File: src/rtl/run_sequencer.sv
// Host-side run controller: holds a counter model in reset, releases it for a run,
// counts RUN cycles until the model reports done or the optional cycle limit expires.
module run_sequencer #(
  parameter int INPUT_WIDTH  = 32,
  parameter int CYCLE_WIDTH  = 32,
  parameter int RESET_CYCLES = 4
) (
  input  logic                   clk,
  input  logic                   reset_l,
  input  logic                   start,
  input  logic                   abort,
  input  logic [INPUT_WIDTH-1:0] stop_value,
  input  logic [CYCLE_WIDTH-1:0] limit,
  output logic                   dut_reset_l,
  output logic [INPUT_WIDTH-1:0] dut_stop,
  input  logic                   dut_done,
  output logic                   busy,
  output logic                   run_done,
  output logic                   run_timeout,
  output logic [CYCLE_WIDTH-1:0] cycles
);

  localparam int RW = (RESET_CYCLES > 1) ? $clog2(RESET_CYCLES) : 1;

  typedef enum logic [2:0] {
    S_IDLE,
    S_RESET,
    S_RUN,
    S_DONE,
    S_TIMEOUT
  } state_t;

  state_t                 r_state, w_state;
  logic [RW-1:0]          r_rst_cnt, w_rst_cnt;
  logic [CYCLE_WIDTH-1:0] r_run_cnt, w_run_cnt;
  logic [CYCLE_WIDTH-1:0] r_limit, w_limit;
  logic [INPUT_WIDTH-1:0] r_dut_stop, w_dut_stop;
  logic                   r_dut_reset_l, w_dut_reset_l;
  logic                   r_busy, w_busy;
  logic                   r_run_done, w_run_done;
  logic                   r_run_timeout, w_run_timeout;
  logic [CYCLE_WIDTH-1:0] r_cycles, w_cycles;
  logic                   w_limit_hit;

  // Timeout fires when the cycle being evaluated is the last one allowed by the limit.
  assign w_limit_hit = (r_limit != '0) && (r_run_cnt == r_limit - CYCLE_WIDTH'(1));

  // NOTE: every signal written here gets a default first, so no latch is inferred.
  always_comb begin
    w_state       = r_state;
    w_rst_cnt     = r_rst_cnt;
    w_run_cnt     = r_run_cnt;
    w_limit       = r_limit;
    w_dut_stop    = r_dut_stop;
    w_run_done    = r_run_done;
    w_run_timeout = r_run_timeout;
    w_cycles      = r_cycles;

    if (abort) begin
      w_state       = S_IDLE;
      w_run_done    = 1'b0;
      w_run_timeout = 1'b0;
      w_cycles      = '0;
    end else begin
      unique case (r_state)
        S_IDLE, S_DONE, S_TIMEOUT: begin
          if (start) begin
            w_state       = S_RESET;
            w_dut_stop    = stop_value;
            w_limit       = limit;
            w_run_done    = 1'b0;
            w_run_timeout = 1'b0;
            w_cycles      = '0;
            w_rst_cnt     = RW'(RESET_CYCLES - 1);
          end
        end
        S_RESET: begin
          if (r_rst_cnt == '0) begin
            w_state   = S_RUN;
            w_run_cnt = '0;
          end else begin
            w_rst_cnt = r_rst_cnt - RW'(1);
          end
        end
        S_RUN: begin
          if (dut_done) begin
            w_state    = S_DONE;
            w_cycles   = r_run_cnt;
            w_run_done = 1'b1;
          end else if (w_limit_hit) begin
            w_state       = S_TIMEOUT;
            w_cycles      = r_limit;
            w_run_timeout = 1'b1;
          end else if (r_run_cnt != '1) begin
            w_run_cnt = r_run_cnt + CYCLE_WIDTH'(1);
          end
        end
        default: w_state = S_IDLE;
      endcase
    end

    // Outputs are registered from the next state so they change on the transition edge.
    w_dut_reset_l = (w_state == S_RUN);
    w_busy        = (w_state == S_RESET) || (w_state == S_RUN);
  end

  // NOTE: sequential state uses non-blocking assignments only.
  always_ff @(posedge clk or negedge reset_l) begin
    if (!reset_l) begin
      r_state       <= S_IDLE;
      r_rst_cnt     <= '0;
      r_run_cnt     <= '0;
      r_limit       <= '0;
      r_dut_stop    <= '0;
      r_dut_reset_l <= 1'b0;
      r_busy        <= 1'b0;
      r_run_done    <= 1'b0;
      r_run_timeout <= 1'b0;
      r_cycles      <= '0;
    end else begin
      r_state       <= w_state;
      r_rst_cnt     <= w_rst_cnt;
      r_run_cnt     <= w_run_cnt;
      r_limit       <= w_limit;
      r_dut_stop    <= w_dut_stop;
      r_dut_reset_l <= w_dut_reset_l;
      r_busy        <= w_busy;
      r_run_done    <= w_run_done;
      r_run_timeout <= w_run_timeout;
      r_cycles      <= w_cycles;
    end
  end

  assign dut_reset_l = r_dut_reset_l;
  assign dut_stop    = r_dut_stop;
  assign busy        = r_busy;
  assign run_done    = r_run_done;
  assign run_timeout = r_run_timeout;
  assign cycles      = r_cycles;

endmodule

File: config.mk
export PLATFORM = sky130hd
export DESIGN_NAME = run_sequencer
export DESIGN_NICKNAME = d
export VERILOG_FILES = /design/src/rtl/run_sequencer.sv
export SDC_FILE = /design/constraint.sdc
export NUM_CORES = 1
export LEC_CHECK = 0
export ABC_AREA = 0
export BUFFER_PORTS_ARGS = -buffer_cell sky130_fd_sc_hd__clkbuf_2
export CELL_PAD_IN_SITES_DETAIL_PLACEMENT = 1
export CELL_PAD_IN_SITES_GLOBAL_PLACEMENT = 2
export CORE_UTILIZATION = 33
export DETAILED_ROUTE_END_ITERATION = 10
export PLACE_DENSITY = 0.78
export SKIP_LAST_GASP = 1
export SYNTH_ARGS = -nofsm -noshare
export SYNTH_HDL_FRONTEND = slang
export SYNTH_SLANG_ARGS = --single-unit
File: constraint.sdc
create_clock -name clk -period 3.5 [get_ports clk]
set_input_delay 0.175 -clock clk [delete_from_list [all_inputs] [get_ports clk]]
set_output_delay 0.175 -clock clk [all_outputs]
set_load 0.02 [all_outputs]
== Yosys cells after proc, flatten, opt, wreduce, memory -nomap -nowiden ==
Cells that the tools add are included.
Word-level totals
  bits in latches: 0
  memories: 0
  bits in registers: 137
  word-level logic and storage cells: 75
  output and inout port bits: 68
  RAM bits: 0
  memory bits (read-only): 0
Operators by class
  reductions and logical operators: 15
  muxes and demuxes: 27
  shift operators: 0
  $mul: 0
  order comparisons: 0
  bitwise gates (word level): 1
  add/subtract/negate cells: 3
  div/mod/pow operators: 0
  equal/unequal tests: 19
Operator list (number)
  2-to-1 mux 32 bit: 8
  case mux 32 bit (2 select lines): 2
  adder 32 x 1 -> 32 bit, second input constant: 1
  == test 32 bit: 1
  != test 32 bit, second input constant: 1
  nonzero test 32 bit: 1
  subtractor 32 x 1 -> 32 bit, second input constant: 1
  2-to-1 mux 3 bit: 5
  != test 2 bit, second input constant: 6
  != test 3 bit, second input constant: 4
  == test 3 x 2 -> 1 bit, second input constant: 3
  case mux 3 bit (3 select lines): 1
  AND reduction 3 bit: 3
  AND reduction 4 bit: 2
  == test 3 x 1 -> 1 bit, second input constant: 2
  2-to-1 mux 1 bit: 6
  AND reduction 6 bit: 1
  2-to-1 mux 2 bit: 2
  != test 4 bit, second input constant: 1
  case mux 1 bit (2 select lines): 2
  case mux 2 bit (2 select lines): 1
  nonzero test 2 bit: 2
  == test 3 bit, second input constant: 1
  logical NOT 3 bit: 1
  other kinds (7): 7

== Depth between registers and ports, before layout ==
  depth in word-level cells: 9
  gate-level depth with buffers: 13

== Worst setup path before layout ==
No wires, ideal clock.
  path type: reg-to-reg
  start point: reg r_limit[0]
  end point: reg r_run_cnt[13]
  arrival: 3.206 ns
  setup time: 0.078 ns
  buffers on the path: 1
  clock period less this slack: 3.284 ns
  data required time: 3.422 ns
  path slack: 0.216 ns
  cell stages (with the launch flop): 13
  cell sequence: dfrtp_1 inv_1 ha_1 nor3b_4 nand3_4 or3_1 and2_1 a311o_1 nor4bb_4 and3_4 buf_6 or4_1 a21oi_1
On the way
  cells in the longest elaborated chain, start to end: 5
  elaborated cells on any way between the ends: 6
  classes of those cells: add/sub (1); eq/ne (2); reduce/logical (3)
RTL lines
  start, declared: line 36  | logic [CYCLE_WIDTH-1:0] r_limit, w_limit;
  start signal, assigned: line 124  | r_limit <= w_limit;
  subtractor 32 x 1 -> 32 bit: line 46  | assign w_limit_hit = (r_limit != '0) && (r_run_cnt == r_limit - CYCLE_WIDTH'(1));
  == test 32 bit: line 46
  logical AND 1 bit *: line 46
  != test 2 bit (no line) *
  AND reduction 6 bit (no line) *
  end signal, assigned: line 123  | r_run_cnt <= w_run_cnt;
  end, declared: line 35  | logic [CYCLE_WIDTH-1:0] r_run_cnt, w_run_cnt;
Every way passes the cells marked *; elsewhere a longest branch is shown, timed or not.
A chain may end at the register's enable or synchronous reset.

== Worst setup path after layout ==
  start point: reg r_limit[4]
  end point: reg r_run_cnt[25]
Same word-level chain as after synthesis.

==> out/qor.yml <==
run_status:
  run_status: "finished, final reports clean"
place:
  gp_routability_congestion: 0.8346
  dp_hpwl_mm: 16.64
  io_buf_count: 136
timing:
  hold_viol: 0
  timing.hold.ws_ns: 0.03110
  timing_worst_slew_pin_value_ns: 0.8958
  finalMaxSlewViolations: 0
  worst_slew_margin_rel_pct: 40.28
  fin_setup_tns_ns: 0
  final_critical_path_share_of_the_clock_period_pct: 95.41
  maximum_clock_rate_mhz: 299.4
  worst_clock_skew_ns: 0.01139
  period_needed_ns: 3.339
  setup_violations: 0
min_path:
  min_from: "abort"
  whs_path_depth: 2
  hp-class: "in -> reg"
  worstHoldEndpoint: "r_state[1]"
synthesis:
  synth.distinct_cells: 66
  synth-async-reset-ratio_pct: 100.0
  synth-compound-area-share_pct: 13.79
  synthesis.yosys.warnings: 0
  post_synth_mux_area_share_pct: 13.61
  synthesized_net_count: 779
  synth-xor-area-share_pct: 4.834
  synth_adder_area_share_pct: 0.6577
  synth_enable_flop_cells: 0
  synth_top_family_by_area: "simple AND/OR/NAND/NOR gates"
  synth.yosys.seq_area_share_pct: 45.05
  synth_top_flop_cell: "sky130_fd_sc_hd__dfrtp_1"
  post_synth.cell_area_avg_um2: 10.78
  count_of_state_elements_after_synthesis: 137
  synthesis.area_um2: 7610
  synthCells: 706
  synth-simple-area-share_pct: 18.00
pwr:
  total_leakage_power_nw: 4.494
  p_total_w: 0.005577
  power_density_nw_per_um2: 542.6
  worst_ir_drop_vdd_v: 0.0002980
finish:
  ratio_of_cells_with_drive_above_1_in_the_final_layout_pct: 34.59
  final_util_pct: 45.39
  mostFrequentLayoutCell: "sky130_fd_sc_hd__dfrtp_1"
  layout.cells.most_common_list: "sky130_fd_sc_hd__dfrtp_1, sky130_fd_sc_hd__clkbuf_2, sky130_fd_sc_hd__dlygate4sd3_1"
  synthToLayoutAreaGrowth_pct: 35.05
  final_net_count: 1014
  antennaDiodeCount: 0
setup_path:
  worst_ep_required_time_ns: 3.85
  worstSetupPathType: "reg -> reg"
  critical_path_arrival_ns: 3.69
  worst-r2r-cell-count: 11
  critPathLaunchType: "register"
  timing.rr.start: "r_limit[4]"
  setup.reg_to_reg.worst_slack_ns: 0.16
  worst_setup_path_end_kind: "register"
  worst_r2r_endpoint: "r_run_cnt[25]"
  worstPathMaxFanout: 24
clock_network:
  tritoncts_num_sinks: 137
  worstSkewPairLatency_ns: 0.43
  max-clock-path-buffers: 2
  tritoncts: "done"
  clkTransAtPathRegs_ns: 0.07
  cts_inserted_buffers: 17
  clock-root-buffer: "sky130_fd_sc_hd__clkbuf_16"
  cts_htree_levels: 4
detailed_routing:
  drt-initial-drc-count: 306
  drt_wl_total_mm: 24.03
  number_of_detailed_route_iterations_in_the_first_pass: 4
  post_drt_via_cell_ratio: 5.391
  ant_nets: 0
  drc: 0
  route.detailed.wl_per_inst_um: 19.40
  via_count: 6679
floorplan:
  core_area_um2: 22640
  initial_core_utilization_pct: 33.61
  chipWidth_um: 153.9
  placement_rows: 55
  io_pins: 137
  chipHeight_um: 153.9
  die_outline_area_um2: 23670
global_routing:
  grt_max_degree: 92
  antenna_found_initial: 0
  grt_util_all_layers_pct: 21.18
  overflow: 0
  first_global_vias: 7255
  grt_first_pass_wirelength_mm: 39.40
job:
  max_cap_violations: 0
cells by family after synthesis:
family / Yosys count
AOI/OAI and AO/OA: 149
xor gates and xnor gates: 42
adders and majority gates: 4
buffers and inverters: 61
DFF: 137
muxes: 96
and+or+nand+nor: 217
flip-flops by register name, summed over array words and instances, names as in the netlist:
signal,count
busy,1
cycles,32
dut_reset_l,1
dut_stop,32
r_limit,32
r_rst_cnt,2
r_run_cnt,32
r_state,3
run_done,1
run_timeout,1
metrics by stage:
| step | worst slack [ns] | area [µm²] | cells |
|---|---|---|---|
| after floorplan | 0.2158 | 7610 | 706 |
| after global placement | 0.1204 | 8944 | 1141 |
| after detailed placement | 0.06101 | 8944 | 1141 |
| after CTS | 0.02987 | 10170 | 1236 |
| after global routing | -0.01904 | 10280 | 1239 |
| final | 0.1605 | 10280 | 1239 |
power by group:
part           total [W]  internal (W)  switching [W]
clock network    0.00187       0.00109       0.000779
logic            0.00162      0.000746       0.000877
registers        0.00209       0.00183       0.000258
total            0.00558       0.00366        0.00191
repair_timing:
action	4_1_cts	5_1_grt
endpoints found under the hold margin	152	0
setup buffers	0	3
hold buffers	63	0
gates resized for setup	0	15
setup endpoints to repair	0	63
metal layers:
metal	share of wire (%)	track usage (%)	vias to the layer above
li1	-	-	3125
met1	46	27.63	3393
met2	49	35.91	145
met3	4.5	4.989	16
met4	0.67	3.857	0
met5	0	0	-
cell type report:
| type | instances | area, µm² |
|---|---|---|
| repair buffers | 263 | 1873 |
| clock buffers | 18 | 439.2 |
| fillers | 2509 | 12360 |
| well taps | 285 | 356.6 |
| flip-flops and latches | 137 | 3430 |
| clock inverters | 14 | 158.9 |
| inverters | 14 | 52.55 |
| multi-input cells | 508 | 3968 |
how the worst max path moves through the flow:
stage / from / depth (start not counted) / end / slack [ns]
5_1_grt: r_limit[12] / 13 / cycles[19] / -0.02
6_report: r_limit[4] / 11 / r_run_cnt[25] / 0.16
4_1_cts: r_limit[0] / 14 / cycles[16] / 0.03
3_5_place_dp: r_limit[0] / 14 / cycles[16] / 0.06
3_3_place_gp: r_limit[1] / 14 / cycles[9] / 0.12
2_1_floorplan: r_limit[0] / 12 / r_run_cnt[13] / 0.22
worst max-delay path: stages (launching register included):
cell and delay, ns:
sky130_fd_sc_hd__dfrtp_1 0.42, sky130_fd_sc_hd__nor4_4 0.42, sky130_fd_sc_hd__buf_4 0.21, sky130_fd_sc_hd__nand3_4 0.06
sky130_fd_sc_hd__or3_1 0.39, sky130_fd_sc_hd__and2_1 0.18, sky130_fd_sc_hd__a311o_1 0.37, sky130_fd_sc_hd__nor4bb_4 0.17
sky130_fd_sc_hd__a31o_2 0.27, sky130_fd_sc_hd__buf_12 0.15, sky130_fd_sc_hd__or4_1 0.48, sky130_fd_sc_hd__a21oi_1 0.15
cells in the mapped netlist (3+ instances only):
cell type / instances / share of area, %
sky130_fd_sc_hd__nand3_1: 23 / 1.5
sky130_fd_sc_hd__xnor2_1: 22 / 2.5
sky130_fd_sc_hd__o211ai_1: 4 / 0.39
sky130_fd_sc_hd__a21o_1: 3 / 0.30
sky130_fd_sc_hd__mux2i_1: 36 / 4.7
sky130_fd_sc_hd__o31ai_1: 19 / 1.9
sky130_fd_sc_hd__or4_1: 23 / 2.3
sky130_fd_sc_hd__a211oi_1: 4 / 0.39
sky130_fd_sc_hd__nor4_4: 3 / 0.84
sky130_fd_sc_hd__o2bb2ai_1: 32 / 3.7
sky130_fd_sc_hd__nor3b_1: 3 / 0.30
sky130_fd_sc_hd__clkbuf_1: 21 / 1.0
sky130_fd_sc_hd__a31oi_1: 6 / 0.49
sky130_fd_sc_hd__nor3_1: 11 / 0.72
sky130_fd_sc_hd__a21oi_1: 41 / 2.7
sky130_fd_sc_hd__o21ai_0: 13 / 0.85
sky130_fd_sc_hd__nor2_1: 22 / 1.1
sky130_fd_sc_hd__xor2_1: 20 / 2.3
sky130_fd_sc_hd__or2_2: 5 / 0.41
sky130_fd_sc_hd__and3_1: 14 / 1.2
sky130_fd_sc_hd__nand2b_1: 11 / 0.90
sky130_fd_sc_hd__buf_2: 12 / 0.79
sky130_fd_sc_hd__dfrtp_1: 137 / 45
sky130_fd_sc_hd__ha_1: 4 / 0.66
sky130_fd_sc_hd__nand2_1: 33 / 1.6
sky130_fd_sc_hd__buf_6: 7 / 1.0
sky130_fd_sc_hd__nand3b_1: 4 / 0.39
sky130_fd_sc_hd__mux2_2: 60 / 8.9
sky130_fd_sc_hd__clkbuf_2: 3 / 0.20
sky130_fd_sc_hd__nor4_1: 12 / 0.99
sky130_fd_sc_hd__inv_1: 14 / 0.69
sky130_fd_sc_hd__and4_1: 3 / 0.35
sky130_fd_sc_hd__nand4_1: 12 / 0.99
sky130_fd_sc_hd__o21ai_1: 8 / 0.53
sky130_fd_sc_hd__nand4b_1: 4 / 0.46
sky130_fd_sc_hd__and2_1: 3 / 0.25
sky130_fd_sc_hd__or3_1: 18 / 1.5
Note: power is estimated with default switching activity, not from simulation.
